**config.mk**
```make
export PLATFORM = sky130hd
export DESIGN_NAME = ofm_write_arbiter_flat
export DESIGN_NICKNAME = d
export VERILOG_FILES = /design/src/rtl/ofm_write_arbiter_pkg.sv /design/src/rtl/ofm_write_arbiter_if.sv /design/src/rtl/ofm_write_arbiter_rr_pick.sv /design/src/rtl/ofm_write_arbiter.sv /design/src/flat_wrapper.sv
export SDC_FILE = /design/constraint.sdc
export NUM_CORES = 1
export LEC_CHECK = 0
export CELL_PAD_IN_SITES_DETAIL_PLACEMENT = 0
export CELL_PAD_IN_SITES_GLOBAL_PLACEMENT = 1
export CORE_ASPECT_RATIO = 1.1
export CORE_MARGIN = 2
export CORE_UTILIZATION = 31
export DETAILED_ROUTE_END_ITERATION = 16
export HOLD_SLACK_MARGIN = 0.08
export PLACE_DENSITY = 0.87
export SLEW_MARGIN = 5
export SYNTH_ARGS = -nofsm -noshare
export SYNTH_HDL_FRONTEND = slang
export SYNTH_SLANG_ARGS = --single-unit
```
**constraint.sdc**
```tcl
create_clock -name i_clk -period 3.55 [get_ports i_clk]
set_clock_uncertainty 0.05 [all_clocks]
set_input_delay 0.71 -clock i_clk [delete_from_list [all_inputs] [get_ports i_clk]]
set_output_delay 0.71 -clock i_clk [all_outputs]
set_load 0.01 [all_outputs]
```
**src/rtl/ofm_write_arbiter_pkg.sv**
```systemverilog
// Shared constants and types for the OFM SRAM write-port arbiter slice.
package vit_ofm_pkg;
   localparam int NUM_REQ    = 4;
   localparam int TILE_WORDS = 1024;
   localparam int TILE_CNT_W = $clog2(TILE_WORDS);
   localparam int REQ_IDX_W  = $clog2(NUM_REQ);

   typedef enum logic {IDLE, BURST} state_t;
   typedef logic [REQ_IDX_W-1:0] req_idx_t;
endpackage

```
**src/rtl/ofm_write_arbiter_if.sv**
```systemverilog
// Drain-engine request bus plus the shared OFM SRAM write port.
interface ofm_write_arbiter_if #(
   parameter int NUM_REQ = 4,
   parameter int DATA_W  = 32,
   parameter int ADDR_W  = 12
);
   logic [NUM_REQ-1:0]             req_valid;
   logic [NUM_REQ-1:0][DATA_W-1:0] req_data;
   logic [NUM_REQ-1:0][ADDR_W-1:0] cfg_base;
   logic [NUM_REQ-1:0]             req_ready;
   logic                           wr_en;
   logic [ADDR_W-1:0]              wr_addr;
   logic [DATA_W-1:0]              wr_data;
   logic [NUM_REQ-1:0]             tile_done;
   logic                           busy;

   modport master (
      output req_valid, req_data, cfg_base,
      input  req_ready, wr_en, wr_addr, wr_data, tile_done, busy
   );

   modport slave (
      input  req_valid, req_data, cfg_base,
      output req_ready, wr_en, wr_addr, wr_data, tile_done, busy
   );
endinterface

```
**src/rtl/ofm_write_arbiter_rr_pick.sv**
```systemverilog
// Combinational round-robin selector: first requester strictly after last_i, wrapping.
module rr_pick #(
   parameter int NUM_REQ = 4,
   parameter int IDX_W   = $clog2(NUM_REQ)
) (
   input  logic [NUM_REQ-1:0] req_i,
   input  logic [IDX_W-1:0]   last_i,
   output logic [NUM_REQ-1:0] grant_o,
   output logic [IDX_W-1:0]   idx_o,
   output logic               any_o
);
   import vit_ofm_pkg::*;

   logic [IDX_W-1:0] cand;

   always_comb begin
      grant_o = '0;
      idx_o   = '0;
      any_o   = 1'b0;
      cand    = '0;
      for (int off = 1; off <= NUM_REQ; off++) begin
         cand = IDX_W'((int'(last_i) + off) % NUM_REQ);
         if (!any_o && req_i[cand]) begin
            any_o         = 1'b1;
            idx_o         = cand;
            grant_o[cand] = 1'b1;
         end
      end
   end
endmodule

```
**src/rtl/ofm_write_arbiter.sv**
```systemverilog
// Burst-locked round-robin arbiter sharing one OFM SRAM write port between drain engines.
module ofm_write_arbiter #(
   parameter int NUM_REQ    = 4,
   parameter int DATA_W     = 32,
   parameter int ADDR_W     = 12,
   parameter int TILE_WORDS = vit_ofm_pkg::TILE_WORDS
) (
   input logic                i_clk,
   input logic                i_rst,
   ofm_write_arbiter_if.slave bus
);
   import vit_ofm_pkg::*;

   localparam int               IDX_W    = $clog2(NUM_REQ);
   localparam int               CNT_W    = $clog2(TILE_WORDS);
   localparam logic [CNT_W-1:0] LAST_CNT = CNT_W'(TILE_WORDS - 1);

   state_t             state_q;
   logic [IDX_W-1:0]   gnt_idx_q;
   logic [IDX_W-1:0]   rr_last_q;
   logic [NUM_REQ-1:0] gnt_oh_q;
   logic [ADDR_W-1:0]  base_q;
   logic [CNT_W-1:0]   cnt_q;
   logic               wr_en_q;
   logic [ADDR_W-1:0]  wr_addr_q;
   logic [DATA_W-1:0]  wr_data_q;
   logic [NUM_REQ-1:0] tile_done_q;

   logic [NUM_REQ-1:0] pick_oh;
   logic [IDX_W-1:0]   pick_idx;
   logic               pick_any;
   logic               accept_d;
   logic               last_d;
   logic [ADDR_W-1:0]  addr_d;

   rr_pick #(
      .NUM_REQ (NUM_REQ),
      .IDX_W   (IDX_W)
   ) u_pick (
      .req_i   (bus.req_valid),
      .last_i  (rr_last_q),
      .grant_o (pick_oh),
      .idx_o   (pick_idx),
      .any_o   (pick_any)
   );

   assign accept_d = (state_q == BURST) && bus.req_valid[gnt_idx_q];
   assign last_d   = (cnt_q == LAST_CNT);
   // Address arithmetic wraps modulo the SRAM depth by design.
   assign addr_d   = base_q + ADDR_W'(cnt_q);

   always_ff @(posedge i_clk or posedge i_rst) begin
      if (i_rst) begin
         state_q     <= IDLE;
         gnt_idx_q   <= '0;
         gnt_oh_q    <= '0;
         rr_last_q   <= IDX_W'(NUM_REQ - 1);
         base_q      <= '0;
         cnt_q       <= '0;
         wr_en_q     <= 1'b0;
         wr_addr_q   <= '0;
         wr_data_q   <= '0;
         tile_done_q <= '0;
      end else begin
         wr_en_q     <= 1'b0;
         tile_done_q <= '0;
         case (state_q)
            IDLE: begin
               if (pick_any) begin
                  gnt_idx_q <= pick_idx;
                  gnt_oh_q  <= pick_oh;
                  rr_last_q <= pick_idx;
                  base_q    <= bus.cfg_base[pick_idx];
                  cnt_q     <= '0;
                  state_q   <= BURST;
               end
            end
            BURST: begin
               // Grant is held through valid gaps; only the tile's last beat releases it.
               if (accept_d) begin
                  wr_en_q   <= 1'b1;
                  wr_addr_q <= addr_d;
                  wr_data_q <= bus.req_data[gnt_idx_q];
                  cnt_q     <= cnt_q + CNT_W'(1);
                  if (last_d) begin
                     tile_done_q <= gnt_oh_q;
                     state_q     <= IDLE;
                  end
               end
            end
            default: state_q <= IDLE;
         endcase
      end
   end

   assign bus.req_ready = (state_q == BURST) ? gnt_oh_q : '0;
   assign bus.busy      = (state_q == BURST);
   assign bus.wr_en     = wr_en_q;
   assign bus.wr_addr   = wr_addr_q;
   assign bus.wr_data   = wr_data_q;
   assign bus.tile_done = tile_done_q;
endmodule
```
**src/flat_wrapper.sv**
```systemverilog
// flat-port wrapper written by rule: the top's interface ports become plain ports
module ofm_write_arbiter_flat import vit_ofm_pkg::*;
#(
   parameter int NUM_REQ    = 4,
   parameter int DATA_W     = 32,
   parameter int ADDR_W     = 12,
   parameter int TILE_WORDS = vit_ofm_pkg::TILE_WORDS
)
  (i_clk, i_rst, bus_req_valid, bus_req_data, bus_cfg_base, bus_req_ready, bus_wr_en, bus_wr_addr, bus_wr_data, bus_tile_done, bus_busy);
  ofm_write_arbiter_if #(.NUM_REQ(NUM_REQ), .DATA_W(DATA_W), .ADDR_W(ADDR_W)) bus_i ();
  input logic i_clk;
  input logic i_rst;
  input wire logic [$bits(bus_i.req_valid)-1:0] bus_req_valid;
  input wire logic [$bits(bus_i.req_data)-1:0] bus_req_data;
  input wire logic [$bits(bus_i.cfg_base)-1:0] bus_cfg_base;
  output wire logic [$bits(bus_i.req_ready)-1:0] bus_req_ready;
  output wire logic [$bits(bus_i.wr_en)-1:0] bus_wr_en;
  output wire logic [$bits(bus_i.wr_addr)-1:0] bus_wr_addr;
  output wire logic [$bits(bus_i.wr_data)-1:0] bus_wr_data;
  output wire logic [$bits(bus_i.tile_done)-1:0] bus_tile_done;
  output wire logic [$bits(bus_i.busy)-1:0] bus_busy;
  assign bus_i.req_valid = bus_req_valid;
  assign bus_i.req_data = bus_req_data;
  assign bus_i.cfg_base = bus_cfg_base;
  assign bus_req_ready = bus_i.req_ready;
  assign bus_wr_en = bus_i.wr_en;
  assign bus_wr_addr = bus_i.wr_addr;
  assign bus_wr_data = bus_i.wr_data;
  assign bus_tile_done = bus_i.tile_done;
  assign bus_busy = bus_i.busy;
  ofm_write_arbiter #(.NUM_REQ(NUM_REQ), .DATA_W(DATA_W), .ADDR_W(ADDR_W), .TILE_WORDS(TILE_WORDS)) u_core (.i_clk(i_clk), .i_rst(i_rst), .bus(bus_i));
endmodule
```
# Yosys cells after proc, flatten, opt, wreduce, memory -nomap -nowiden
# Index checks and enable logic that the tools add are counted.
dict set report op_classes {
  add_sub_neg 6
  magnitude_cmp 10
  eq_ne 3
  muxes 47
  bitwise_logic 4
  n_reduce_logical 14
}
# operator count
set op_table {}
lappend op_table {{$bmux W32 S2} 1}
lappend op_table {{$mux W32} 1}
lappend op_table {{$mux W4} 8}
lappend op_table {{$bmux W12 S2} 1}
lappend op_table {{$mux W10} 2}
lappend op_table {{$pmux W10 S2} 1}
lappend op_table {{$lt A2 B3 Y1 const B} 6}
lappend op_table {{$mux W1} 18}
lappend op_table {{$add A12 B10 Y12} 1}
lappend op_table {{$mux W12} 1}
lappend op_table {{$or A4 B4 Y4} 3}
lappend op_table {{$add A10 B1 Y10 const B} 1}
lappend op_table {{$bmux W1 S2} 5}
lappend op_table {{$eq A10 B10 Y1 const B} 1}
lappend op_table {{$demux W1 S2} 4}
lappend op_table {{$ge A2 B1 Y1 const B} 4}
lappend op_table {{$logic_and A1 B1 Y1} 8}
lappend op_table {{$mux W2} 4}
lappend op_table {{$reduce_and A2 Y1} 3}
lappend op_table {{$add A2 B1 Y2 const B} 2}
lappend op_table {{$add A2 B2 Y2 const B} 2}
lappend op_table {{$logic_not A1 Y1} 3}
lappend op_table {{$ne A2 B1 Y1 const B} 1}
lappend op_table {{$ne A2 B2 Y1 const B} 1}
lappend op_table {{other kinds (2)} 2}
dict set report word_totals {
  ff_bits 80
  input_bits 182
  word_cells 94
}

# Longest topological paths before layout
# Gate-level depths: netlist (run 1).
dict set report depth {
  word_depth 15
  mapped_depth 12
}

# Modules after synthesis
# Synthesis (run 1) repeated with hierarchy kept, for this count alone.
dict set report unflattened {
  hier_cells 508
  hier_area_um2 5076.1
}
# mod instances cells_per_inst area_per_inst_um2 seq_area_each_um2
set by_module_without_submodules {}
lappend by_module_without_submodules {ofm_write_arbiter 1 440 4550.6 2004.4}
lappend by_module_without_submodules {rr_pick 1 68 525.5 0.0}

# Worst setup path before layout (run 1)
# OpenSTA, ideal clock, no wires.
dict set report synth_timing {
  kind {register to register}
  start {reg u_core.rr_last_q[0]}
  end {reg u_core.base_q[0]}
  setup_time_ns 0.132
  arrival_time_ns 2.544
  required_time_ns 3.368
  slack_ns 0.824
  path_stages_with_launch 11
  cell_sequence {dfstp_2 -> buf_6 -> inv_1 -> ha_1 -> mux4_1 -> buf_2 -> nand3b_1 -> o21ai_4 -> buf_6 -> mux2i_1 -> o221ai_2}
}
dict set report synth_between {
  elab_chain_len 15
}
# item line_no
set synth_rtl {}
lappend synth_rtl {{start, declared} ofm_write_arbiter.sv:20} ;# logic [IDX_W-1:0] rr_last_q;
lappend synth_rtl {{start signal, assigned} ofm_write_arbiter.sv:57} ;# rr_last_q <= IDX_W'(NUM_REQ - 1);
lappend synth_rtl {{start signal, assigned} ofm_write_arbiter.sv:72} ;# rr_last_q <= pick_idx;
lappend synth_rtl {{$add A2 B1 Y2} ofm_write_arbiter_rr_pick.sv:22} ;# cand = IDX_W'((int'(last_i) + off) % NUM_REQ);
lappend synth_rtl {{$bmux W1 S2} ofm_write_arbiter_rr_pick.sv:23} ;# if (!any_o && req_i[cand]) begin
lappend synth_rtl {{$mux W1 (implied by the code)} ofm_write_arbiter_rr_pick.sv:23}
lappend synth_rtl {{$mux W1} ofm_write_arbiter_rr_pick.sv:23}
lappend synth_rtl {{$logic_not A1 Y1} ofm_write_arbiter_rr_pick.sv:23}
lappend synth_rtl {{$logic_and A1 B1 Y1} ofm_write_arbiter_rr_pick.sv:23}
lappend synth_rtl {{$mux W1} ofm_write_arbiter_rr_pick.sv:23}
lappend synth_rtl {{$logic_not A1 Y1} ofm_write_arbiter_rr_pick.sv:23}
lappend synth_rtl {{$logic_and A1 B1 Y1} ofm_write_arbiter_rr_pick.sv:23}
lappend synth_rtl {{$mux W1} ofm_write_arbiter_rr_pick.sv:23}
lappend synth_rtl {{$logic_not A1 Y1} ofm_write_arbiter_rr_pick.sv:23}
lappend synth_rtl {{$logic_and A1 B1 Y1} ofm_write_arbiter_rr_pick.sv:23}
lappend synth_rtl {{$mux W2} ofm_write_arbiter_rr_pick.sv:23}
lappend synth_rtl {{$bmux W12 S2} ofm_write_arbiter.sv:73} ;# base_q <= bus.cfg_base[pick_idx];
lappend synth_rtl {{$mux W12 (implied by the code)} ofm_write_arbiter.sv:73}
lappend synth_rtl {{end signal, assigned} ofm_write_arbiter.sv:73}
lappend synth_rtl {{end, declared} ofm_write_arbiter.sv:22} ;# logic [ADDR_W-1:0] base_q;
# Parallel ways exist; a longest one is shown, timed or not. The select of a mux whose other input is x is not followed.
# A chain may end at the register's enable or synchronous reset.

# Final worst setup path (run 1)
dict set report layout_timing {
  start {in bus_req_valid[0]}
  end {reg u_core.base_q[2]}
}
dict set report layout_between {
  elab_chain_len 14
}
# item line_no
set layout_rtl {}
lappend layout_rtl {{start, declared} flat_wrapper.sv:13} ;# input wire logic [$bits(bus_i.req_valid)-1:0] bus_req_valid;
lappend layout_rtl {{$bmux W1 S2} ofm_write_arbiter_rr_pick.sv:23}
lappend layout_rtl {{$mux W1 (implied by the code)} ofm_write_arbiter_rr_pick.sv:23}
lappend layout_rtl {{$mux W1} ofm_write_arbiter_rr_pick.sv:23}
lappend layout_rtl {{$logic_not A1 Y1} ofm_write_arbiter_rr_pick.sv:23}
lappend layout_rtl {{$logic_and A1 B1 Y1} ofm_write_arbiter_rr_pick.sv:23}
lappend layout_rtl {{$mux W1} ofm_write_arbiter_rr_pick.sv:23}
lappend layout_rtl {{$logic_not A1 Y1} ofm_write_arbiter_rr_pick.sv:23}
lappend layout_rtl {{$logic_and A1 B1 Y1} ofm_write_arbiter_rr_pick.sv:23}
lappend layout_rtl {{$mux W1} ofm_write_arbiter_rr_pick.sv:23}
lappend layout_rtl {{$logic_not A1 Y1} ofm_write_arbiter_rr_pick.sv:23}
lappend layout_rtl {{$logic_and A1 B1 Y1} ofm_write_arbiter_rr_pick.sv:23}
lappend layout_rtl {{$mux W2} ofm_write_arbiter_rr_pick.sv:23}
lappend layout_rtl {{$bmux W12 S2} ofm_write_arbiter.sv:73}
lappend layout_rtl {{$mux W12 (implied by the code)} ofm_write_arbiter.sv:73}
# Parallel ways exist; a longest one is shown, timed or not. The select of a mux whose other input is x is not followed.

==> impl_table.tex, run 1 <==
\begin{tabular}{lr}
\hline
Metric & Value \\
\hline
\multicolumn{2}{l}{\textbf{STA}} \\
Max Freq & 307 MHz \\
Final critical delay including setup and external delays & 3260 ps \\
Final critical-path setup slack & 291 ps \\
Number of pins with negative max-slew slack in the final report & 0 \\
Setup repair after global routing missed its margin & false \\
Relative slew slack & 35.0\% \\
Slew at the pin closest to its max-slew limit & 972 ps \\
Number of failing hold endpoints at the final stage & 0 \\
Period Utilization, post-route & 91.8\% \\
Finish-stage setup viols & 0 \\
\multicolumn{2}{l}{\textbf{Routing}} \\
Total number of vias & 4612 \\
1st-iter DRT viols & 158 \\
DRC viols & 0 \\
DRT Pass-1 Iters & 4 \\
Total length of routed wires & 15.2 mm \\
Average via count per standard cell & 5.00 \\
Routed wirelength normalized by instance count & 16.5 µm \\
Number of nets still failing antenna checks after routing & 0 \\
\multicolumn{2}{l}{\textbf{Synth}} \\
Cell Area, Synth & 5060 µm² \\
Number of distinct library cells after synthesis & 53 \\
Seq/Total Area, Yosys & 39.6\% \\
Cells after Synth & 488 \\
Syn\_area\_per\_cell & 10.4 µm² \\
Number of flops mapped to enable cells by yosys & 0 \\
Warnings, synthesis & 0 \\
Fraction of registers with async set/reset & 100\% \\
Register bit count reported by yosys & 80 \\
Most instantiated flip-flop cell in the synthesis netlist & sky130\_fd\_sc\_hd\_\_dfrtp\_1 \\
Synthesized netlist net count & 690 \\
\multicolumn{2}{l}{\textbf{Critical path}} \\
Reg-to-Reg End & u\_core.base\_q[2]\$\_DFFE\_PP0P\_ \\
Reg-to-Reg Start & u\_core.rr\_last\_q[1]\$\_DFFE\_PP1P\_ \\
Arr. time, crit path & 3400 ps \\
Required arrival time at the worst endpoint & 3690 ps \\
Category of the most critical setup path & in -> reg \\
Internal reg-to-reg setup slack & 300 ps \\
Launching element type of the critical path & input pin \\
Worst r2r path cells & 8 \\
Worst-path fanout max & 24 \\
Critical path endpoint category & flop \\
\multicolumn{2}{l}{\textbf{Placed design}} \\
Pre-CTS worst setup slack & -68.9 ps \\
HPWL after detailed placement & 12.0 mm \\
Port-buffer cells & 235 \\
Placer's final routability congestion estimate & 0.884 \\
\multicolumn{2}{l}{\textbf{Clocking}} \\
CTS Hold Buffers Added & 0 \\
Resized Gates After CTS & 0 \\
Clock tree from TritonCTS & built \\
Clock buffer depth & 2 \\
Clock insertion delay at the later pin of the skew report & 330 ps \\
Clock buffers created by TritonCTS & 9 \\
Number of buffers inserted by post-CTS setup repair & 0 \\
Clock transition at path regs & 70 ps \\
Count of H-tree levels built during CTS & 3 \\
Root buf cell & sky130\_fd\_sc\_hd\_\_clkbuf\_16 \\
Clock net sink count & 80 \\
\multicolumn{2}{l}{\textbf{Final layout}} \\
Number of diodes & 0 \\
Share of final-layout standard cells stronger than drive strength 1 & 11.0\% \\
Synthesis-to-finish area growth & 56.0\% \\
Number of nets in the layout & 916 \\
\multicolumn{2}{l}{\textbf{Power and ir drop}} \\
Power share of the sequential group & 36.2\% \\
Switching part of the total & 30.7\% \\
Proportion of power drawn by combinational gates & 35.2\% \\
Pwr/cell area & 417 nW/µm² \\
Worst IR Drop VDD & 0.000248 V \\
Power spent charging and discharging nets & 1010 µW \\
Total power of the final layout & 3290 µW \\
Internal power & 2280 µW \\
Reported leakage power & 0.00336 µW \\
Clk pwr share & 28.7\% \\
\multicolumn{2}{l}{\textbf{Floorplan}} \\
Std-Cell Rows & 49 \\
Floorplan die width & 126 µm \\
Number of placed I/O pins & 236 \\
Total core area & 16200 µm² \\
Overall die area & 17400 µm² \\
Floorplan die height & 138 µm \\
Initial Util & 31.3\% \\
\multicolumn{2}{l}{\textbf{Status}} \\
Status & complete, no violations \\
\multicolumn{2}{l}{\textbf{Global route}} \\
Maximum number of pins on one net before global-route repair & 81 \\
Initial antenna violation count & 0 \\
Total Routing Usage GR & 17.6\% \\
First-pass GRT wire length & 24.6 mm \\
Total grt overflow & 0 \\
Via count of the first global-routing pass & 4904 \\
\multicolumn{2}{l}{\textbf{Hold path}} \\
Worst hold path startpoint & u\_core.bus.wr\_data[2]\$\_DFFE\_PP0P\_ \\
Hold-critical path endpoint & u\_core.bus.wr\_data[2]\$\_DFFE\_PP0P\_ \\
Class of the tightest hold or removal check & reg -> reg \\
Number of cells on the worst hold path & 2 \\
\multicolumn{2}{l}{\textbf{Job}} \\
Maxcap violations & 0 \\
\hline
\end{tabular}
routing by layer:
layer  wire length (µm)  track usage [%]  part of all wire, %  vias up
li1                   -                -                    -     2199
met1               6020             20.8                   40     2229
met2               8040             31.9                   53      162
met3                780             2.94                  5.1       22
met4                376             6.59                  2.5        0
met5                  0                0                    0        -
area by class of cell:
type	instances	area [µm²]
inverter	14	53.8
sequential	80	2010
tap	204	255
multi-input combinational	365	2850
clock buffer	9	225
timing repair buffer	244	2430
clock inverter	7	78.8
fill	1507	8290
placed cells by master, fill, tap and decap left out, types with 2 or more instances in the layout:
| cell type | count |
|---|---|
| sky130_fd_sc_hd__o31ai_1 | 5 |
| sky130_fd_sc_hd__mux2i_1 | 26 |
| sky130_fd_sc_hd__nor2_1 | 16 |
| sky130_fd_sc_hd__mux4_1 | 2 |
| sky130_fd_sc_hd__xnor2_1 | 4 |
| sky130_fd_sc_hd__nand3_1 | 5 |
| sky130_fd_sc_hd__inv_6 | 3 |
| sky130_fd_sc_hd__and2_1 | 10 |
| sky130_fd_sc_hd__dfstp_2 | 2 |
| sky130_fd_sc_hd__dfrtp_1 | 77 |
| sky130_fd_sc_hd__clkbuf_16 | 9 |
| sky130_fd_sc_hd__mux4_2 | 34 |
| sky130_fd_sc_hd__nand4_1 | 3 |
| sky130_fd_sc_hd__xor2_1 | 4 |
| sky130_fd_sc_hd__and3_1 | 2 |
| sky130_fd_sc_hd__nand2_1 | 142 |
| sky130_fd_sc_hd__a21o_1 | 4 |
| sky130_fd_sc_hd__o221ai_2 | 8 |
| sky130_fd_sc_hd__clkinvlp_4 | 3 |
| sky130_fd_sc_hd__o31a_1 | 2 |
| sky130_fd_sc_hd__ha_1 | 19 |
| sky130_fd_sc_hd__o21a_1 | 3 |
| sky130_fd_sc_hd__mux2_2 | 3 |
| sky130_fd_sc_hd__buf_4 | 8 |
| sky130_fd_sc_hd__inv_1 | 12 |
| sky130_fd_sc_hd__a22oi_1 | 4 |
| sky130_fd_sc_hd__o21bai_1 | 2 |
| sky130_fd_sc_hd__clkdlybuf4s50_1 | 235 |
| sky130_fd_sc_hd__a21oi_1 | 4 |
| sky130_fd_sc_hd__o21ai_0 | 28 |
| sky130_fd_sc_hd__a31oi_1 | 4 |
| sky130_fd_sc_hd__a221oi_1 | 4 |
| sky130_fd_sc_hd__nor3_1 | 4 |
| sky130_fd_sc_hd__o221ai_1 | 5 |
power by group through the flow:
| stage | Sequential (µW) | Clock [µW] | Combinational (µW) |
|---|---|---|---|
| floorplan | 1240 | 0 | 543 |
| global placement | 1200 | 0 | 1140 |
| detailed placement | 1210 | 0 | 1170 |
| CTS | 1190 | 976 | 1180 |
| global route | 1210 | 1020 | 1270 |
| finish | 1190 | 944 | 1160 |
kinds of logic (layout without fill, tap and decap cells):
| family | count (synthesis) | in the layout | share of synthesized area, % |
|---|---|---|---|
| and+or+nand+nor | 193 | 193 | 16.0 |
| DFF | 80 | 80 | 39.6 |
| AOI/OAI and AO/OA | 79 | 79 | 11.7 |
| muxes | 65 | 65 | 22.0 |
| buffers and inverters | 43 | 274 | 4.23 |
| adders and majority gates | 20 | 20 | 5.09 |
| xor gates and xnor gates | 8 | 8 | 1.38 |
worst max path at each step:
stage / start / end / slack, ps / depth (start not counted)
floorplan: i_rst / u_core.base_q[0]$_DFFE_PP0P_ / 740 / 1
global placement: bus_req_valid[1] / u_core.base_q[0]$_DFFE_PP0P_ / 110 / 7
detailed placement: bus_req_valid[0] / u_core.base_q[1]$_DFFE_PP0P_ / -70 / 7
CTS: bus_req_valid[0] / u_core.base_q[9]$_DFFE_PP0P_ / 280 / 7
global route: u_core.rr_last_q[1]$_DFFE_PP1P_ / u_core.base_q[9]$_DFFE_PP0P_ / 20 / 8
finish: bus_req_valid[0] / u_core.base_q[2]$_DFFE_PP0P_ / 290 / 7
state kept, by name, indices dropped and copies added (netlist names), 2 cells and up:
register and flops:
u_core.bus.wr_data 32, u_core.base_q 12, u_core.bus.wr_addr 12, u_core.cnt_q 10
u_core.bus.tile_done 4, u_core.gnt_oh_q 4, u_core.gnt_idx_q 2, u_core.rr_last_q 2
per-stage QoR:
step	std cells	setup TNS (ps)	area, µm²	util [%]	hold slack [ps]
after floorplan	488	0	5060	-	405
after global placement	907	0	7590	46.9	408
after detailed placement	907	-391	7590	46.9	411
after CTS	923	0	7900	48.8	428
after global routing	923	0	7900	48.8	443
final	923	0	7900	48.8	421
cell usage after synthesis, types with 5 or more instances:
| cell type | n | share of area (%) |
|---|---|---|
| sky130_fd_sc_hd__o31ai_1 | 5 | 0.74 |
| sky130_fd_sc_hd__mux2i_1 | 26 | 5.1 |
| sky130_fd_sc_hd__o221ai_1 | 5 | 0.87 |
| sky130_fd_sc_hd__and2_1 | 10 | 1.2 |
| sky130_fd_sc_hd__nand3_1 | 5 | 0.49 |
| sky130_fd_sc_hd__nor2_1 | 16 | 1.2 |
| sky130_fd_sc_hd__inv_1 | 13 | 0.96 |
| sky130_fd_sc_hd__dfrtp_1 | 78 | 39 |
| sky130_fd_sc_hd__o221ai_2 | 8 | 2.4 |
| sky130_fd_sc_hd__ha_1 | 19 | 4.7 |
| sky130_fd_sc_hd__o21ai_0 | 28 | 2.8 |
| sky130_fd_sc_hd__mux4_2 | 34 | 15 |
| sky130_fd_sc_hd__clkbuf_1 | 18 | 1.3 |
| sky130_fd_sc_hd__nand2_1 | 143 | 11 |
worst max-delay path, cell delays in order:
cell                              delay (ps)
sky130_fd_sc_hd__clkdlybuf4s50_1         490
sky130_fd_sc_hd__mux4_2                  620
sky130_fd_sc_hd__nor2b_4                 220
sky130_fd_sc_hd__nor2_1                  120
sky130_fd_sc_hd__o21ai_4                 760
sky130_fd_sc_hd__mux2i_1                 330
sky130_fd_sc_hd__o221ai_2                120
(Power assumes the default switching activity.)
==> run 2, diff against run 1 <==
--- a/config.mk
+++ b/config.mk
@@ -13,6 +13,7 @@
 export DETAILED_ROUTE_END_ITERATION = 16
 export HOLD_SLACK_MARGIN = 0.08
 export PLACE_DENSITY = 0.87
+export RECOVER_POWER = 25
 export SLEW_MARGIN = 5
 export SYNTH_ARGS = -nofsm -noshare
 export SYNTH_HDL_FRONTEND = slang
==> impl_table.tex, run 2 (same netlist as run 1, synthesis figures left out) <==
\begin{tabular}{lr}
\hline
Metric & Value \\
\hline
\multicolumn{2}{l}{\textbf{Clocking}} \\
Clock insertion delay at the later pin of the skew report & 330 ps \\
Clock buffers created by TritonCTS & 9 \\
Clock buffer depth & 2 \\
Root buf cell & sky130\_fd\_sc\_hd\_\_clkbuf\_16 \\
Clock net sink count & 80 \\
Clock tree from TritonCTS & built \\
Count of H-tree levels built during CTS & 3 \\
Number of buffers inserted by post-CTS setup repair & 0 \\
Resized Gates After CTS & 0 \\
CTS Hold Buffers Added & 0 \\
Clock transition at path regs & 70 ps \\
\multicolumn{2}{l}{\textbf{Global route}} \\
Via count of the first global-routing pass & 4904 \\
Total Routing Usage GR & 17.6\% \\
First-pass GRT wire length & 24.6 mm \\
Global route hottest layer & met2 \\
Initial antenna violation count & 0 \\
Met2 usage in global routing & 31.9\% \\
Total grt overflow & 0 \\
Maximum number of pins on one net before global-route repair & 81 \\
Met1 track demand over resource in global routing & 20.8\% \\
Met3 routing resource usage after global routing & 2.94\% \\
\multicolumn{2}{l}{\textbf{Routing}} \\
Total length of routed wires & 15.2 mm \\
1st-iter DRT viols & 158 \\
DRT Pass-1 Iters & 4 \\
Routed wirelength normalized by instance count & 16.5 µm \\
Number of nets still failing antenna checks after routing & 0 \\
Total number of vias & 4610 \\
Average via count per standard cell & 4.99 \\
DRC viols & 0 \\
\multicolumn{2}{l}{\textbf{Placed design}} \\
Placer's final routability congestion estimate & 0.884 \\
Port-buffer cells & 235 \\
HPWL after detailed placement & 12.0 mm \\
Number of placed cells counting well taps & 907 \\
Pre-CTS worst setup slack & -68.9 ps \\
\multicolumn{2}{l}{\textbf{STA}} \\
Number of failing hold endpoints at the final stage & 0 \\
Max Freq & 307 MHz \\
Setup repair after global routing missed its margin & false \\
Period Utilization, post-route & 91.8\% \\
Final critical delay including setup and external delays & 3260 ps \\
Finish-stage setup viols & 0 \\
Final critical-path setup slack & 291 ps \\
Slew at the pin closest to its max-slew limit & 1970 ps \\
Number of pins with negative max-slew slack in the final report & 81 \\
Relative slew slack & -31.6\% \\
\multicolumn{2}{l}{\textbf{Final layout}} \\
Number of diodes & 0 \\
Number of nets in the layout & 916 \\
Share of final-layout standard cells stronger than drive strength 1 & 11.0\% \\
Count of non-filler cells in the finished layout & 923 \\
Most common cell after layout, fill and taps aside & sky130\_fd\_sc\_hd\_\_clkdlybuf4s50\_1 \\
Commonest cells after routing, fill and taps aside & sky130\_fd\_sc\_hd\_\_clkdlybuf4s50\_1 (234), sky130\_fd\_sc\_hd\_\_nand2\_1 (142), sky130\_fd\_sc\_hd\_\_dfrtp\_1 (77), sky130\_fd\_sc\_hd\_\_mux4\_2 (34), sky130\_fd\_sc\_hd\_\_o21ai\_0 (28) \\
Synthesis-to-finish area growth & 55.7\% \\
Flip-flop count of the largest register, all copies and words added & 32 \\
\multicolumn{2}{l}{\textbf{Critical path}} \\
Worst r2r path cells & 8 \\
Origin of the worst setup path & bus\_req\_valid[0] \\
Reg-to-Reg Start & u\_core.rr\_last\_q[1]\$\_DFFE\_PP1P\_ \\
Category of the most critical setup path & in -> reg \\
Critical path endpoint category & flop \\
Crit path to & u\_core.base\_q[2]\$\_DFFE\_PP0P\_ \\
Internal reg-to-reg setup slack & 300 ps \\
Reg-to-Reg End & u\_core.base\_q[2]\$\_DFFE\_PP0P\_ \\
Launching element type of the critical path & input pin \\
Required arrival time at the worst endpoint & 3690 ps \\
Worst-path fanout max & 24 \\
Arr. time, crit path & 3400 ps \\
\multicolumn{2}{l}{\textbf{Power and ir drop}} \\
Pwr/cell area & 418 nW/µm² \\
Reported leakage power & 0.00335 µW \\
Worst IR Drop VDD & 0.000248 V \\
\multicolumn{2}{l}{\textbf{Floorplan}} \\
Std-Cell Rows & 49 \\
Number of placed I/O pins & 236 \\
Overall die area & 17400 µm² \\
Floorplan die width & 126 µm \\
Initial Util & 31.3\% \\
Total core area & 16200 µm² \\
Floorplan die height & 138 µm \\
\multicolumn{2}{l}{\textbf{Hold path}} \\
Class of the tightest hold or removal check & reg -> reg \\
\multicolumn{2}{l}{\textbf{Status}} \\
Violated checks & max-capacitance violations, max-slew violations \\
Status & finished, violations left \\
\multicolumn{2}{l}{\textbf{Job}} \\
Maxcap violations & 1 \\
\hline
\end{tabular}
[run 2: cell types whose count changed in the layout (fill, tap and decap cells not counted)]
cell and delta:
sky130_fd_sc_hd__clkinv_2 -1, sky130_fd_sc_hd__dlygate4sd3_1 +1, sky130_fd_sc_hd__clkbuf_2 +1, sky130_fd_sc_hd__clkdlybuf4s50_1 -1, sky130_fd_sc_hd__clkinvlp_2 +1, sky130_fd_sc_hd__buf_12 -1
[run 2: worst min path at each step]
stage	startpoint	endpoint	cells past startpoint
global route	u_core.bus.wr_data[12]$_DFFE_PP0P_	u_core.bus.wr_data[12]$_DFFE_PP0P_	2
finish	u_core.bus.wr_data[2]$_DFFE_PP0P_	u_core.bus.wr_data[2]$_DFFE_PP0P_	2
global placement	u_core.bus.wr_data[0]$_DFFE_PP0P_	u_core.bus.wr_data[0]$_DFFE_PP0P_	2
CTS	u_core.bus.wr_data[12]$_DFFE_PP0P_	u_core.bus.wr_data[12]$_DFFE_PP0P_	2
floorplan	u_core.gnt_oh_q[3]$_DFFE_PP0P_	u_core.gnt_oh_q[3]$_DFFE_PP0P_	2
detailed placement	u_core.bus.wr_data[30]$_DFFE_PP0P_	u_core.bus.wr_data[30]$_DFFE_PP0P_	2
[run 2: worst max-delay path: stages]
cell and delay, ps:
sky130_fd_sc_hd__clkdlybuf4s50_1 490, sky130_fd_sc_hd__mux4_2 620, sky130_fd_sc_hd__nor2b_4 220, sky130_fd_sc_hd__nor2_1 120, sky130_fd_sc_hd__o21ai_4 760, sky130_fd_sc_hd__mux2i_1 330, sky130_fd_sc_hd__o221ai_2 120
[run 2: routing by layer]
metal	wire [µm]	part of all wire [%]
met1	6030	40
met2	8040	53
met3	780	5.1
met4	376	2.5
met5	0	0
[run 2: metrics by stage]
step                      utilization [%]  area (µm²)  hold WS, ps  power (µW)  setup TNS [ps]
final                                48.7        7880          421        3290               0
after CTS                            48.8        7900          428        3350               0
after floorplan                         -        5060          405        1780               0
after detailed placement             46.9        7590          411        2380            -391
after global placement               46.9        7590          408        2340               0
after global routing                 48.7        7880          443        3510               0
[run 2: power breakdown]
group | internal (µW) | total (µW) | switching [µW]
Sequential | 1070 | 1190 | 117
Combinational | 655 | 1160 | 501
Clock | 552 | 944 | 392
[run 2: area by class of cell]
type                       count  area [µm²]
clock buffer                   9         225
clock inverter                 7        78.8
fill                        1508        8300
inverter                      14        53.8
multi-input combinational    365        2850
sequential                    80        2010
tap                          204         255
timing repair buffer         244        2420
==> run 3, diff against run 2 <==
--- a/config.mk
+++ b/config.mk
@@ -12,7 +12,7 @@
 export CORE_UTILIZATION = 31
 export DETAILED_ROUTE_END_ITERATION = 16
 export HOLD_SLACK_MARGIN = 0.08
-export PLACE_DENSITY = 0.87
+export PLACE_DENSITY_LB_ADDON = 0.2
 export RECOVER_POWER = 25
 export SLEW_MARGIN = 5
 export SYNTH_ARGS = -nofsm -noshare
==> impl_table.tex, run 3 (same netlist as run 1, synthesis figures left out) <==
\begin{tabular}{lr}
\hline
Metric & Value \\
\hline
\multicolumn{2}{l}{\textbf{Status}} \\
Status & complete, no violations \\
\multicolumn{2}{l}{\textbf{Placed design}} \\
Port-buffer cells & 235 \\
HPWL after detailed placement & 11.9 mm \\
Placer's final routability congestion estimate & 0.841 \\
\multicolumn{2}{l}{\textbf{Global route}} \\
Initial antenna violation count & 0 \\
Total grt overflow & 0 \\
First-pass GRT wire length & 24.4 mm \\
Via count of the first global-routing pass & 4760 \\
Total Routing Usage GR & 17.6\% \\
Maximum number of pins on one net before global-route repair & 60 \\
\multicolumn{2}{l}{\textbf{Critical path}} \\
Required arrival time at the worst endpoint & 3680 ps \\
Origin of the worst setup path & u\_core.rr\_last\_q[1]\$\_DFFE\_PP1P\_ \\
Worst-path fanout max & 14 \\
Internal reg-to-reg setup slack & 240 ps \\
Launching element type of the critical path & flop \\
Critical path endpoint category & flop \\
Reg-to-Reg End & u\_core.base\_q[2]\$\_DFFE\_PP0P\_ \\
Arr. time, crit path & 3450 ps \\
Reg-to-Reg Start & u\_core.rr\_last\_q[1]\$\_DFFE\_PP1P\_ \\
Worst r2r path cells & 7 \\
Category of the most critical setup path & reg -> reg \\
\multicolumn{2}{l}{\textbf{STA}} \\
Period Utilization, post-route & 93.3\% \\
Relative slew slack & 11.0\% \\
Setup repair after global routing missed its margin & false \\
Number of pins with negative max-slew slack in the final report & 0 \\
Final critical delay including setup and external delays & 3310 ps \\
Number of failing hold endpoints at the final stage & 0 \\
Final worst hold slack & 418 ps \\
Total negative slack for setup checks & 0 ps \\
Max Freq & 302 MHz \\
Slew at the pin closest to its max-slew limit & 1330 ps \\
Finish-stage setup viols & 0 \\
\multicolumn{2}{l}{\textbf{Routing}} \\
Total length of routed wires & 15.4 mm \\
Total number of vias & 4554 \\
Average via count per standard cell & 4.93 \\
DRT Pass-1 Iters & 4 \\
Number of nets still failing antenna checks after routing & 0 \\
DRC viols & 0 \\
1st-iter DRT viols & 218 \\
Routed wirelength normalized by instance count & 16.7 µm \\
\multicolumn{2}{l}{\textbf{Clocking}} \\
Number of buffers inserted by post-CTS setup repair & 0 \\
Clock buffer depth & 2 \\
Clock tree from TritonCTS & built \\
Resized Gates After CTS & 0 \\
CTS Hold Buffers Added & 0 \\
Root buf cell & sky130\_fd\_sc\_hd\_\_clkbuf\_16 \\
Count of H-tree levels built during CTS & 3 \\
Clock insertion delay at the later pin of the skew report & 330 ps \\
Clock transition at path regs & 60 ps \\
Clock net sink count & 80 \\
Clock buffers created by TritonCTS & 9 \\
\multicolumn{2}{l}{\textbf{Power and ir drop}} \\
Power spent charging and discharging nets & 969 µW \\
Worst IR Drop VDD & 0.000246 V \\
Power share of the sequential group & 37.1\% \\
Clk pwr share & 26.6\% \\
Pwr/cell area & 408 nW/µm² \\
Proportion of power drawn by combinational gates & 36.2\% \\
Reported leakage power & 0.00335 µW \\
Internal power & 2240 µW \\
Total power of the final layout & 3210 µW \\
Switching part of the total & 30.2\% \\
\multicolumn{2}{l}{\textbf{Hold path}} \\
Hold-critical path endpoint & u\_core.bus.wr\_data[25]\$\_DFFE\_PP0P\_ \\
Class of the tightest hold or removal check & reg -> reg \\
Worst hold path startpoint & u\_core.bus.wr\_data[25]\$\_DFFE\_PP0P\_ \\
Number of cells on the worst hold path & 2 \\
\multicolumn{2}{l}{\textbf{Final layout}} \\
Share of final-layout standard cells stronger than drive strength 1 & 10.4\% \\
Commonest cells after routing, fill and taps aside & sky130\_fd\_sc\_hd\_\_clkdlybuf4s50\_1 (234), sky130\_fd\_sc\_hd\_\_nand2\_1 (142), sky130\_fd\_sc\_hd\_\_dfrtp\_1 (77), sky130\_fd\_sc\_hd\_\_mux4\_2 (34), sky130\_fd\_sc\_hd\_\_o21ai\_0 (28) \\
Synthesis-to-finish area growth & 55.2\% \\
Number of nets in the layout & 917 \\
Number of diodes & 0 \\
Most common cell after layout, fill and taps aside & sky130\_fd\_sc\_hd\_\_clkdlybuf4s50\_1 \\
Flip-flop count of the largest register, all copies and words added & 32 \\
\multicolumn{2}{l}{\textbf{Job}} \\
Maxcap violations & 0 \\
\multicolumn{2}{l}{\textbf{Floorplan}} \\
Overall die area & 17400 µm² \\
Initial Util & 31.3\% \\
Total core area & 16200 µm² \\
Floorplan die height & 138 µm \\
Std-Cell Rows & 49 \\
Number of placed I/O pins & 236 \\
Floorplan die width & 126 µm \\
\hline
\end{tabular}
[run 3: cell types whose count changed in the layout (fill, tap and decap cells not counted), sizes merged]
cell / before / now
o21ai: 30 / 31
inv: 16 / 13
clkinvlp: 4 / 1
bufinv: 1 / 0
clkbuf: 10 / 16
[run 3: layout make-up]
cell class / count / area [µm²]
Clock buffer: 15 / 268
Fill cell: 1527 / 8330
Inverter: 14 / 53.8
Multi-Input combinational cell: 366 / 2860
Sequential cell: 80 / 2010
Tap cell: 204 / 255
Timing Repair Buffer: 244 / 2420
[run 3: worst max path at each step]
stage	to	cells past startpoint
floorplan	u_core.base_q[0]$_DFFE_PP0P_	1
global placement	u_core.base_q[10]$_DFFE_PP0P_	7
detailed placement	u_core.base_q[3]$_DFFE_PP0P_	7
CTS	u_core.base_q[3]$_DFFE_PP0P_	7
global route	u_core.base_q[0]$_DFFE_PP0P_	7
finish	u_core.base_q[2]$_DFFE_PP0P_	7
[run 3: per-layer routing]
metal	GRT usage [%]	share of wire [%]	vias up
met3	3.91	5.9	28
met1	20.3	40	2160
met2	31.4	51	160
met4	7.23	3.2	0
li1	-	-	2206
met5	0	0	-
[run 3: worst max-delay path, cell delays in order, from the launching register on]
cell and delay, ps:
sky130_fd_sc_hd__dfstp_2 640, sky130_fd_sc_hd__inv_1 160, sky130_fd_sc_hd__ha_1 370, sky130_fd_sc_hd__mux4_1 530, sky130_fd_sc_hd__nor2_1 260, sky130_fd_sc_hd__o21ai_2 740
sky130_fd_sc_hd__mux2i_1 300, sky130_fd_sc_hd__o221ai_2 110
[run 3: power by group through the flow]
stage	Sequential [µW]	Combinational (µW)	Clock, µW
2_1_floorplan	1240	543	0
3_3_place_gp	1200	1150	0
3_5_place_dp	1210	1170	0
4_1_cts	1190	1170	881
5_1_grt	1220	1280	921
6_report	1190	1160	855
[run 3: through the flow]
stage	utilization (%)	area (µm²)	setup slack [ps]	std cells
6_report	48.5	7860	239	923
5_1_grt	48.5	7860	61.8	923
4_1_cts	48.6	7860	183	922
3_5_place_dp	46.9	7590	-28.2	907
3_3_place_gp	46.9	7590	150	907
2_1_floorplan	-	5060	742	488
==> edit: new RTL, flow settings as in run 1 <==
`ADDR_W` is set to 12 in 3 places; all go to 11.
--- a/src/rtl/ofm_write_arbiter_if.sv
+++ b/src/rtl/ofm_write_arbiter_if.sv
@@ -2,7 +2,7 @@
 interface ofm_write_arbiter_if #(
    parameter int NUM_REQ = 4,
    parameter int DATA_W  = 32,
-   parameter int ADDR_W  = 12
+   parameter int ADDR_W  = 11
 );
    logic [NUM_REQ-1:0]             req_valid;
    logic [NUM_REQ-1:0][DATA_W-1:0] req_data;
--- a/src/rtl/ofm_write_arbiter.sv
+++ b/src/rtl/ofm_write_arbiter.sv
@@ -2,7 +2,7 @@
 module ofm_write_arbiter #(
    parameter int NUM_REQ    = 4,
    parameter int DATA_W     = 32,
-   parameter int ADDR_W     = 12,
+   parameter int ADDR_W     = 11,
    parameter int TILE_WORDS = vit_ofm_pkg::TILE_WORDS
 ) (
    input logic                i_clk,
--- a/src/flat_wrapper.sv
+++ b/src/flat_wrapper.sv
@@ -3,7 +3,7 @@
 #(
    parameter int NUM_REQ    = 4,
    parameter int DATA_W     = 32,
-   parameter int ADDR_W     = 12,
+   parameter int ADDR_W     = 11,
    parameter int TILE_WORDS = vit_ofm_pkg::TILE_WORDS
 )
   (i_clk, i_rst, bus_req_valid, bus_req_data, bus_cfg_base, bus_req_ready, bus_wr_en, bus_wr_addr, bus_wr_data, bus_tile_done, bus_busy);
Interface: changed (resized bus_cfg_base and bus_wr_addr); port bits go from 236 to 231. No check against the original RTL was run, so the function may have changed too.
==> edit against run 1 <==
Hold slack worse by 2.5 ps. Maximum frequency up 2.2%. Worst setup slack better by 69 ps. Critical path depth up 2. Routed wire length up 1.7%. Final area down 2.1%. Synthesized area down 2.7%. Sequential cell count down 2. Total power down 1.3%.
==> edit: results (changes against run 1) <==
<table>
<tr><th>Metric</th><th>Value</th></tr>
<tr><th colspan="2">Critical path</th></tr>
<tr><td>Number of cells traversed by the worst register-to-register path</td><td>9 (+1)</td></tr>
<tr><td>Largest fanout of any net on the critical path</td><td>20 (-17%)</td></tr>
<tr><td>Delay of the slowest cell on the worst path</td><td>740 ps (-20 ps)</td></tr>
<tr><td>R2R setup slack</td><td>360 ps (+60 ps)</td></tr>
<tr><td>Arrival time worst endpoint</td><td>3330 ps (-70 ps)</td></tr>
<tr><th colspan="2">Route</th></tr>
<tr><td>Initial DRC count</td><td>219 (+39%)</td></tr>
<tr><td>Total Routed Length</td><td>15500 um (+1.7%)</td></tr>
<tr><td>Total length of routed met2 wires</td><td>8720 um (+8.4%)</td></tr>
<tr><td>DR WL met3</td><td>805 um (+3.2%)</td></tr>
<tr><td>Via count of the routed design</td><td>4589 (-0.50%)</td></tr>
<tr><td>Vias per std cell</td><td>5.08 (+1.7%)</td></tr>
<tr><th colspan="2">Power</th></tr>
<tr><td>Worst IR Drop VDD</td><td>0.221 mV (-11%)</td></tr>
<tr><th colspan="2">Layout</th></tr>
<tr><td>Multi-input combinational cell area</td><td>2790 um^2 (-1.8%)</td></tr>
<tr><td>Util after Layout</td><td>49.5% (+0.71 points)</td></tr>
<tr><td>Net total in the final layout</td><td>896 (-2.2%)</td></tr>
<tr><td>Count of non-CTS buffers in the layout</td><td>240 (-1.6%)</td></tr>
<tr><td>Clock buffers and inverters, area share</td><td>3.90% (+0.051 points)</td></tr>
<tr><td>Multi-input combinational cell count</td><td>359 (-1.6%)</td></tr>
<tr><td>Number of clock buffers in the layout</td><td>11 (+2)</td></tr>
<tr><td>Signal buffers share of area</td><td>30.9% (+0.12 points)</td></tr>
<tr><td>Sequential share of cell area</td><td>25.3% (-0.097 points)</td></tr>
<tr><th colspan="2">Worst hold path</th></tr>
<tr><td>Worst min-delay path startpoint</td><td>u_core.bus.wr_data[22]</td></tr>
<tr><th colspan="2">Global route</th></tr>
<tr><td>Global Route met2 Usage</td><td>35.1% (+3.2 points)</td></tr>
<tr><td>Grt met3 use</td><td>3.23% (+0.29 points)</td></tr>
<tr><td>Met1 demand-to-capacity share in global routing</td><td>18.8% (-2.0 points)</td></tr>
<tr><td>Wire length of the first global-routing pass</td><td>24000 um (-2.2%)</td></tr>
<tr><th colspan="2">Logic synthesis</th></tr>
<tr><td>Flip-flop and latch count after synthesis</td><td>78 (-2.5%)</td></tr>
<tr><td>Post-Syn Area per Cell</td><td>10.4 um^2 (about the same)</td></tr>
<tr><td>Number of nets produced by synthesis</td><td>673 (-2.5%)</td></tr>
<tr><th colspan="2">Placement</th></tr>
<tr><td>Placer Congestion</td><td>0.890 (+0.61%)</td></tr>
<tr><td>Port Buffer Count</td><td>230 (-2.1%)</td></tr>
<tr><th colspan="2">Status</th></tr>
<tr><td>Result of the run</td><td>finished, final reports clean</td></tr>
<tr><th colspan="2">STA</th></tr>
<tr><td>Fin Hold WS</td><td>419 ps (-2.52 ps)</td></tr>
<tr><td>Transition time at the pin with the least slew margin</td><td>811 ps (-160 ps)</td></tr>
</table>
[edit: changes by cell type in the layout (fill, tap and decap cells not counted), sizes merged, moves of 6 or more]
cell | before | now
nand2 | 143 | 124
o221ai | 13 | 0
nor2 | 17 | 29
a221oi | 4 | 14
inv | 16 | 8
a21oi | 4 | 10
[edit: repair_timing]
action / CTS / global route
endpoints found under the setup margin: 0 / 1
gates resized for setup: 0 / 1
hold endpoints to repair: 0 / 0
hold buffers: 0 / 0
[edit: power by group]
group / leakage, nW / switching [W] / internal (W) / total, W
clock network: 0.142 / 0.000368 / 0.000564 / 0.000932
registers: 0.958 / 0.000106 / 0.00105 / 0.00116
logic: 2.19 / 0.000506 / 0.000657 / 0.00116
total: 3.29 / 0.000981 / 0.00227 / 0.00325
[edit: kinds of logic after synthesis]
logic type      after synthesis  share of synthesized area [%]
simple gates                187                           15.8
compound gates               82                           12.2
flops                        78                           39.7
mux                          63                           22.1
buf+inv                      38                           3.73
fa+ha+maj                    20                           5.23
xor+xnor                      7                           1.24
